===== src/rtl/controle_ajuste.sv =====
// Time-setting controller for an HH:MM clock: mode button walks
// RUN -> SET_H -> SET_M -> COMMIT, inc button edits the selected field.
module controle_ajuste (
  input  logic       clk,
  input  logic       rst,
  input  logic       tick_1hz,
  input  logic       btn_mode,
  input  logic       btn_inc,
  input  logic [1:0] cur_h_dez,
  input  logic [3:0] cur_h_unid,
  input  logic [2:0] cur_m_dez,
  input  logic [3:0] cur_m_unid,
  output logic       run_en,
  output logic       ld,
  output logic [1:0] ld_h_dez,
  output logic [3:0] ld_h_unid,
  output logic [2:0] ld_m_dez,
  output logic [3:0] ld_m_unid,
  output logic [1:0] disp_h_dez,
  output logic [3:0] disp_h_unid,
  output logic [2:0] disp_m_dez,
  output logic [3:0] disp_m_unid,
  output logic       blank_h,
  output logic       blank_m,
  output logic [1:0] estado
);

  typedef enum logic [1:0] {
    StRun    = 2'd0,
    StSetH   = 2'd1,
    StSetM   = 2'd2,
    StCommit = 2'd3
  } state_e;

  localparam logic [3:0] TimeoutLimit = 4'd10;

  state_e     state_q;
  logic       mode_prev_q, inc_prev_q;
  logic [1:0] h_dez_q;
  logic [3:0] h_unid_q;
  logic [2:0] m_dez_q;
  logic [3:0] m_unid_q;
  logic [3:0] timeout_q;
  logic       phase_q;

  logic       mode_press, inc_press;
  logic [1:0] h_dez_inc;
  logic [3:0] h_unid_inc;
  logic [2:0] m_dez_inc;
  logic [3:0] m_unid_inc;

  assign mode_press = btn_mode & ~mode_prev_q;
  assign inc_press  = btn_inc & ~inc_prev_q;

  // BCD increment of the edit fields: hour wraps 23 -> 00, minute wraps 59 -> 00
  always_comb begin
    h_dez_inc  = h_dez_q;
    h_unid_inc = h_unid_q + 4'd1;
    if (h_dez_q == 2'd2 && h_unid_q == 4'd3) begin
      h_dez_inc  = 2'd0;
      h_unid_inc = 4'd0;
    end else if (h_unid_q == 4'd9) begin
      h_dez_inc  = h_dez_q + 2'd1;
      h_unid_inc = 4'd0;
    end
    m_dez_inc  = m_dez_q;
    m_unid_inc = m_unid_q + 4'd1;
    if (m_unid_q == 4'd9) begin
      m_unid_inc = 4'd0;
      m_dez_inc  = (m_dez_q == 3'd5) ? 3'd0 : m_dez_q + 3'd1;
    end
  end

  // FSM, edit registers, timeout and blink phase; presses take priority over timeout
  always_ff @(posedge clk) begin
    if (rst) begin
      state_q     <= StRun;
      mode_prev_q <= 1'b1;
      inc_prev_q  <= 1'b1;
      h_dez_q     <= 2'd0;
      h_unid_q    <= 4'd0;
      m_dez_q     <= 3'd0;
      m_unid_q    <= 4'd0;
      timeout_q   <= 4'd0;
      phase_q     <= 1'b0;
    end else begin
      mode_prev_q <= btn_mode;
      inc_prev_q  <= btn_inc;
      unique case (state_q)
        StRun: begin
          if (mode_press) begin
            state_q   <= StSetH;
            h_dez_q   <= cur_h_dez;
            h_unid_q  <= cur_h_unid;
            m_dez_q   <= cur_m_dez;
            m_unid_q  <= cur_m_unid;
            timeout_q <= 4'd0;
            phase_q   <= 1'b0;
          end
        end
        StSetH, StSetM: begin
          if (mode_press) begin
            // Simultaneous inc press is discarded here
            state_q   <= (state_q == StSetH) ? StSetM : StCommit;
            timeout_q <= 4'd0;
            phase_q   <= 1'b0;
          end else if (inc_press) begin
            timeout_q <= 4'd0;
            if (tick_1hz) phase_q <= ~phase_q;
            if (state_q == StSetH) begin
              h_dez_q  <= h_dez_inc;
              h_unid_q <= h_unid_inc;
            end else begin
              m_dez_q  <= m_dez_inc;
              m_unid_q <= m_unid_inc;
            end
          end else if (timeout_q == TimeoutLimit) begin
            state_q <= StRun;
          end else if (tick_1hz) begin
            timeout_q <= timeout_q + 4'd1;
            phase_q   <= ~phase_q;
          end
        end
        StCommit: state_q <= StRun;
        default:  state_q <= StRun;
      endcase
    end
  end

  // Outputs decoded from registered state only
  always_comb begin
    estado    = state_q;
    run_en    = (state_q == StRun);
    ld        = (state_q == StCommit);
    ld_h_dez  = h_dez_q;
    ld_h_unid = h_unid_q;
    ld_m_dez  = m_dez_q;
    ld_m_unid = m_unid_q;
    blank_h   = phase_q & (state_q == StSetH);
    blank_m   = phase_q & (state_q == StSetM);
    if (state_q == StRun) begin
      disp_h_dez  = cur_h_dez;
      disp_h_unid = cur_h_unid;
      disp_m_dez  = cur_m_dez;
      disp_m_unid = cur_m_unid;
    end else begin
      disp_h_dez  = h_dez_q;
      disp_h_unid = h_unid_q;
      disp_m_dez  = m_dez_q;
      disp_m_unid = m_unid_q;
    end
  end

endmodule


===== config.mk =====
export PLATFORM = sky130hd
export DESIGN_NAME = controle_ajuste
export DESIGN_NICKNAME = d
export VERILOG_FILES = /design/src/rtl/controle_ajuste.sv
export SDC_FILE = /design/constraint.sdc
export NUM_CORES = 1
export LEC_CHECK = 0
export CAP_MARGIN = 20
export CORE_AREA = 10 10 74 76
export CTS_CLUSTER_SIZE = 20
export DETAILED_ROUTE_END_ITERATION = 12
export DIE_AREA = 0 0 84 86
export PLACE_DENSITY = 0.84
export SYNTH_ARGS = -nofsm -noshare
export SYNTH_HDL_FRONTEND = slang
export SYNTH_SLANG_ARGS = --single-unit
export TNS_END_PERCENT = 20

===== constraint.sdc =====
create_clock -name clk -period 2.1 [get_ports clk]
set_clock_uncertainty 0.1 [all_clocks]
set_input_delay 0.315 -clock clk [delete_from_list [all_inputs] [get_ports clk]]
set_output_delay 0.315 -clock clk [all_outputs]
set_load 0.02 [all_outputs]

* Word level (Yosys, flattened, before mapping)
Index checks and enable logic that the tools add are counted.
Word-level totals: register bits 22, output and inout bits 32
Operators by class: add/subtract/negate cells 5, equal/unequal tests 20, multiplexer cells 49, bitwise operators 7, reductions and logical operators 11
Operators by type and width (count):
- 2-to-1 mux 4 bit | 18
- one-hot mux 4 bit (2 select lines) | 3
- 2-to-1 mux 2 bit | 11
- 2-to-1 mux 3 bit | 7
- adder 4 x 1 -> 4 bit, second input constant | 3
- equality test 4 bit, second input constant | 3
- AND reduction 6 bit | 2
- inequality test 2 bit, second input constant | 5
- AND reduction 5 bit | 2
- inequality test 3 bit, second input constant | 3
- inequality test 4 bit, second input constant | 2
- equality test 2 bit, second input constant | 3
- 2-to-1 mux 1 bit | 6
- one-hot mux 2 bit (3 select lines) | 1
- one-hot mux 3 bit (2 select lines) | 1
- AND reduction 3 bit | 2
- AND 1 bit | 4
- equality test 4 x 2 -> 1 bit, second input constant | 1
- one-hot mux 2 bit (2 select lines) | 1
- AND reduction 4 bit | 1
- adder 3 x 1 -> 3 bit, second input constant | 1
- equality test 3 bit, second input constant | 1
- inverter 1 bit | 3
- adder 2 x 1 -> 2 bit, second input constant | 1
- other kinds (7) | 7

* Longest topological paths before layout
depth after elaboration 7, gate-level depth with buffers 8, depth with buffers taken out 6

* Least setup slack after synthesis
Ideal clock, no wire load.
path type flip-flop to flip-flop, from reg state_q[0], in the netlist estado[0], to reg m_dez_q[0], in the netlist ld_m_dez[0], library setup time 70 ps, data arrival time 2115 ps, data required time 1930 ps, setup slack -186 ps, cell stages (with the launch flop) 9, buffers on the path 2, clock period less this slack 2286 ps, path through dfxtp_1 -> inv_1 -> ha_1 -> buf_2 -> nor2b_1 -> buf_4 -> a32oi_4 -> or4_1 -> a21oi_1
Between the ends: elaborated cells on any way between the ends 12
RTL lines:
- from (decl) | line 37 | state_e state_q;
- from (signal assigned) | line 77 | state_q <= StRun;
- from (signal assigned) | line 92 | state_q <= StSetH;
- from (signal assigned) | line 104 | state_q <= (state_q == StSetH) ? StSetM : StCommit;
- zero test 2 bit *
- named net run_en | line 13 | output logic run_en,
- inequality test 2 x 1 -> 1 bit (no line) or nonzero test 2 bit (tied branches)
- AND reduction 6 bit (no line)
- to (signal assigned) | line 95 | m_dez_q <= cur_m_dez;
- to (signal assigned) | line 114 | m_dez_q <= m_dez_inc;
- to (decl) | line 41 | logic [2:0] m_dez_q;
The timed path passes the listed nets; every way through them passes the cells marked *. A chain may end at the register's enable or synchronous reset.

* Worst setup path in the final report
from reg state_q[1], in the netlist estado[1], to reg m_dez_q[0], in the netlist ld_m_dez[0]
Between the ends: cells in the longest elaborated chain, start to end 4, elaborated cells on any way between the ends 12
Ends and longest elaborated chain:
- equality test 2 x 1 -> 1 bit or equality test 2 bit (tied branches) | line 89, 110
- OR reduction 2 bit | line 89 | unique case (state_q)
- inequality test 2 bit (no line) or nonzero test 2 bit (tied branches)
- AND reduction 6 bit (no line)
Parallel ways exist; a longest one is shown, timed or not.

==> metrics.yaml <==
global_route:
  grt_first_pass_wirelength_mm: 8.47
  grtUsageTotal_pct: 13.5
  globalRoute.totalOverflow: 0
  grt_start_max_net_pins: 33
  antenna_found_initial: 0
  first_global_vias: 1802
clock_tree:
  clk_pin_slew_worst_paths_ns: 0.09
  clock_tree.htree_level_count: 1
  clock_tree_from_tritoncts: "built"
  cts_made_buffers: 3
  clkSinkCount: 22
  root_buffer: "sky130_fd_sc_hd__clkbuf_8"
  max-clock-path-buffers: 2
  cts.hold.buffers_added: 0
  clock_network_latency_to_the_later_pin_of_the_worst_skew_pair_ns: 0.27
power_and_ir_drop:
  p_leak_nw: 0.951
  total_power_w: 0.00155
  p_per_area_nw_per_um2: 634
  ir_drop_uv: 344
die:
  chipHeight_um: 86
  rows: 23
  effective_utilization_at_floorplan_pct: 42.8
  design.portCount: 50
  die_x_um: 84
  dieArea_um2: 7220
  placeableCoreArea_um2: 3970
synthesis:
  ys_ff_latch: 22
  main_combinational_cell_family_by_area_after_synthesis: "compound AO/OA/AOI/OAI gates"
  synthesized_area_fraction_occupied_by_and_or_nand_nor_cells_pct: 25.5
  synth_fp_nets: 238
  yosys.cell_types.count: 49
  synth_enable_flop_cells: 0
  synth_top_flop_cell: "sky130_fd_sc_hd__dfxtp_1"
  ys_seq_area_share_pct: 25.9
  synth.mux.area_fraction_pct: 7.73
  yosys.area_share.xor_xnor_pct: 0.515
  synth_adder_area_share_pct: 6.62
  synth_compound_area_share_pct: 27.4
  synthesis.instances: 211
  syn_area_um2: 1700
  synthArstFlopShare_pct: 0
  synth_warnings: 0
  average_instance_area_after_synthesis_um2: 8.06
final_layout:
  final_nets: 305
  finish.cell_count_without_fillers: 327
  diodes: 0
  layout-area-overhead-vs-synth_pct: 44.1
  drive_above_1_share_pct: 21.7
route:
  detail_route.wl_per_cell_um: 15.5
  drt_pre_antenna_iters: 4
  vias_per_cell: 5.61
  detail_route.iter0.violations: 124
  detail-route-antenna-nets: 0
  vias: 1834
  drc: 0
  routed_wl_mm: 5.06
timing:
  setup_violations: 0
  min_period_over_period_pct: 95.8
  timing_hold_violations_final: 0
  clock.fmax_mhz: 497
  timing.slew.headroom_pct: 74.6
  finalWorstPathRequiredPeriod_ns: 2.01
  finalMaxSlewViolations: 0
  rsz0062_at_grt: "false"
  worst_slew_pin_slew_ns: 0.380
  setup_total_negative_slack_ns: 0
setup_path:
  timing.critical_path.fanout_max: 5
  start_kind: "flop"
  critical_path_required_ns: 2.21
  criticalPathCategory: "flop to flop"
  timing.critical_path.arrival_ns: 2.12
  worstSetupEndpointType: "flop"
placed_design:
  gp_congestion: 0.858
  hpwl_mm: 3.69
  number_of_placed_instances_taps_included: 320
  number_of_i_o_port_buffers: 49
run:
  maxCapViolations: 0
worst_hold_path:
  hp-class: "flop to flop"
outcome:
  result_of_the_run: "complete, no violations"
routing by layer:
layer | up-vias | track usage (%) | routed length, µm
met5 | - | 0 | 0
met4 | 0 | 3.20 | 52
met3 | 4 | 3.88 | 254
met2 | 44 | 23.3 | 2550
met1 | 872 | 16.1 | 2200
li1 | 914 | - | -
Yosys cell counts (5+ instances only):
| cell type | n | share of area, % |
|---|---|---|
| sky130_fd_sc_hd__nand2_1 | 16 | 3.5 |
| sky130_fd_sc_hd__a21oi_1 | 14 | 4.1 |
| sky130_fd_sc_hd__ha_1 | 9 | 6.6 |
| sky130_fd_sc_hd__nand3b_1 | 5 | 2.2 |
| sky130_fd_sc_hd__nand3_1 | 6 | 1.8 |
| sky130_fd_sc_hd__nor2b_1 | 8 | 2.9 |
| sky130_fd_sc_hd__mux2_2 | 9 | 6.0 |
| sky130_fd_sc_hd__dfxtp_1 | 22 | 26 |
| sky130_fd_sc_hd__inv_1 | 15 | 3.3 |
| sky130_fd_sc_hd__nor2_1 | 11 | 2.4 |
| sky130_fd_sc_hd__nand2b_1 | 9 | 3.3 |
| sky130_fd_sc_hd__clkbuf_1 | 8 | 1.8 |
| sky130_fd_sc_hd__o21ai_0 | 13 | 3.8 |
timing repair:
action / CTS / global route
buffers inserted: 1 / 2
pin swaps: 1 / 2
resized for setup: 29 / 10
endpoints found under the setup margin: 23 / 19
power by group:
group	switching, W	internal (W)	leakage, nW
registers	0.0000338	0.000445	0.180
logic	0.000393	0.000358	0.742
clock network	0.000155	0.000168	0.0288
placed cells by master, fill, tap and decap left out, types with 3 or more instances in the layout:
master / count
sky130_fd_sc_hd__clkdlybuf4s50_1: 33
sky130_fd_sc_hd__mux2i_1: 3
sky130_fd_sc_hd__a311oi_1: 4
sky130_fd_sc_hd__nand4_1: 4
sky130_fd_sc_hd__dlygate4sd2_1: 8
sky130_fd_sc_hd__or2_2: 3
sky130_fd_sc_hd__o211ai_1: 3
sky130_fd_sc_hd__o31ai_1: 3
sky130_fd_sc_hd__o32ai_1: 3
sky130_fd_sc_hd__nand2_1: 16
sky130_fd_sc_hd__inv_1: 14
sky130_fd_sc_hd__clkbuf_2: 8
sky130_fd_sc_hd__nor2b_1: 7
sky130_fd_sc_hd__clkbuf_8: 4
sky130_fd_sc_hd__a21o_1: 4
sky130_fd_sc_hd__mux2_2: 9
sky130_fd_sc_hd__nand3_1: 6
sky130_fd_sc_hd__a21oi_1: 14
sky130_fd_sc_hd__o21ai_0: 13
sky130_fd_sc_hd__nor2_1: 11
sky130_fd_sc_hd__ha_1: 8
sky130_fd_sc_hd__buf_4: 22
sky130_fd_sc_hd__nand3b_1: 5
sky130_fd_sc_hd__nand2b_1: 9
sky130_fd_sc_hd__dfxtp_1: 20
sky130_fd_sc_hd__and2_1: 3
sky130_fd_sc_hd__o311ai_0: 4
sequential cells by signal, summed over array words and instances (netlist names):
signal / cells
estado: 2
ld_h_dez: 2
inc_prev_q: 1
mode_prev_q: 1
phase_q: 1
ld_m_unid: 4
ld_m_dez: 3
ld_h_unid: 4
timeout_q: 4
logic make-up after synthesis:
group                      after synthesis
xor gates and xnor gates                 1
adders and majority gates                9
AOI/OAI and AO/OA                       64
DFF                                     22
and+or+nand+nor                         76
muxes                                   12
buffers and inverters                   27
through the flow:
stage	hold slack, ns	setup slack [ns]	instance area, µm²	util, %
after floorplan	0.322	0.0120	1710	-
after global placement	0.401	-0.103	2370	59.7
after detailed placement	0.410	-0.151	2370	59.7
after CTS	0.425	0.00687	2440	61.5
after global routing	0.470	0.0145	2450	61.7
final	0.426	0.0887	2450	61.7
final timing paths:
path	from	to	slack (ns)	cells past startpoint
setup / recovery	estado[1]$_SDFFE_PP0P_	ld_m_dez[0]$_SDFFE_PP0P_	0.09	7
setup reg to reg	estado[1]$_SDFFE_PP0P_	ld_m_dez[0]$_SDFFE_PP0P_	0.09	7
hold / removal	ld_m_dez[1]$_SDFFE_PP0P_	ld_m_dez[1]$_SDFFE_PP0P_	0.43	2
hold reg to reg	ld_m_dez[1]$_SDFFE_PP0P_	ld_m_dez[1]$_SDFFE_PP0P_	0.43	2
layout make-up:
type                       count  area, µm²
inverter                      15       56.3
timing repair buffer          74        661
sequential                    22        443
fill                         375       1520
clock buffer                   4       55.1
multi-input combinational    162       1170
tap                           50       62.6
critical path: stages (launching register included):
cell and delay [ns]:
sky130_fd_sc_hd__dfxtp_2 0.35, sky130_fd_sc_hd__inv_2 0.05, sky130_fd_sc_hd__buf_4 0.14, sky130_fd_sc_hd__ha_1 0.24
sky130_fd_sc_hd__nor3b_4 0.26, sky130_fd_sc_hd__a32oi_4 0.16, sky130_fd_sc_hd__or4_1 0.52, sky130_fd_sc_hd__a21oi_1 0.13
(Power assumes the default switching activity.)
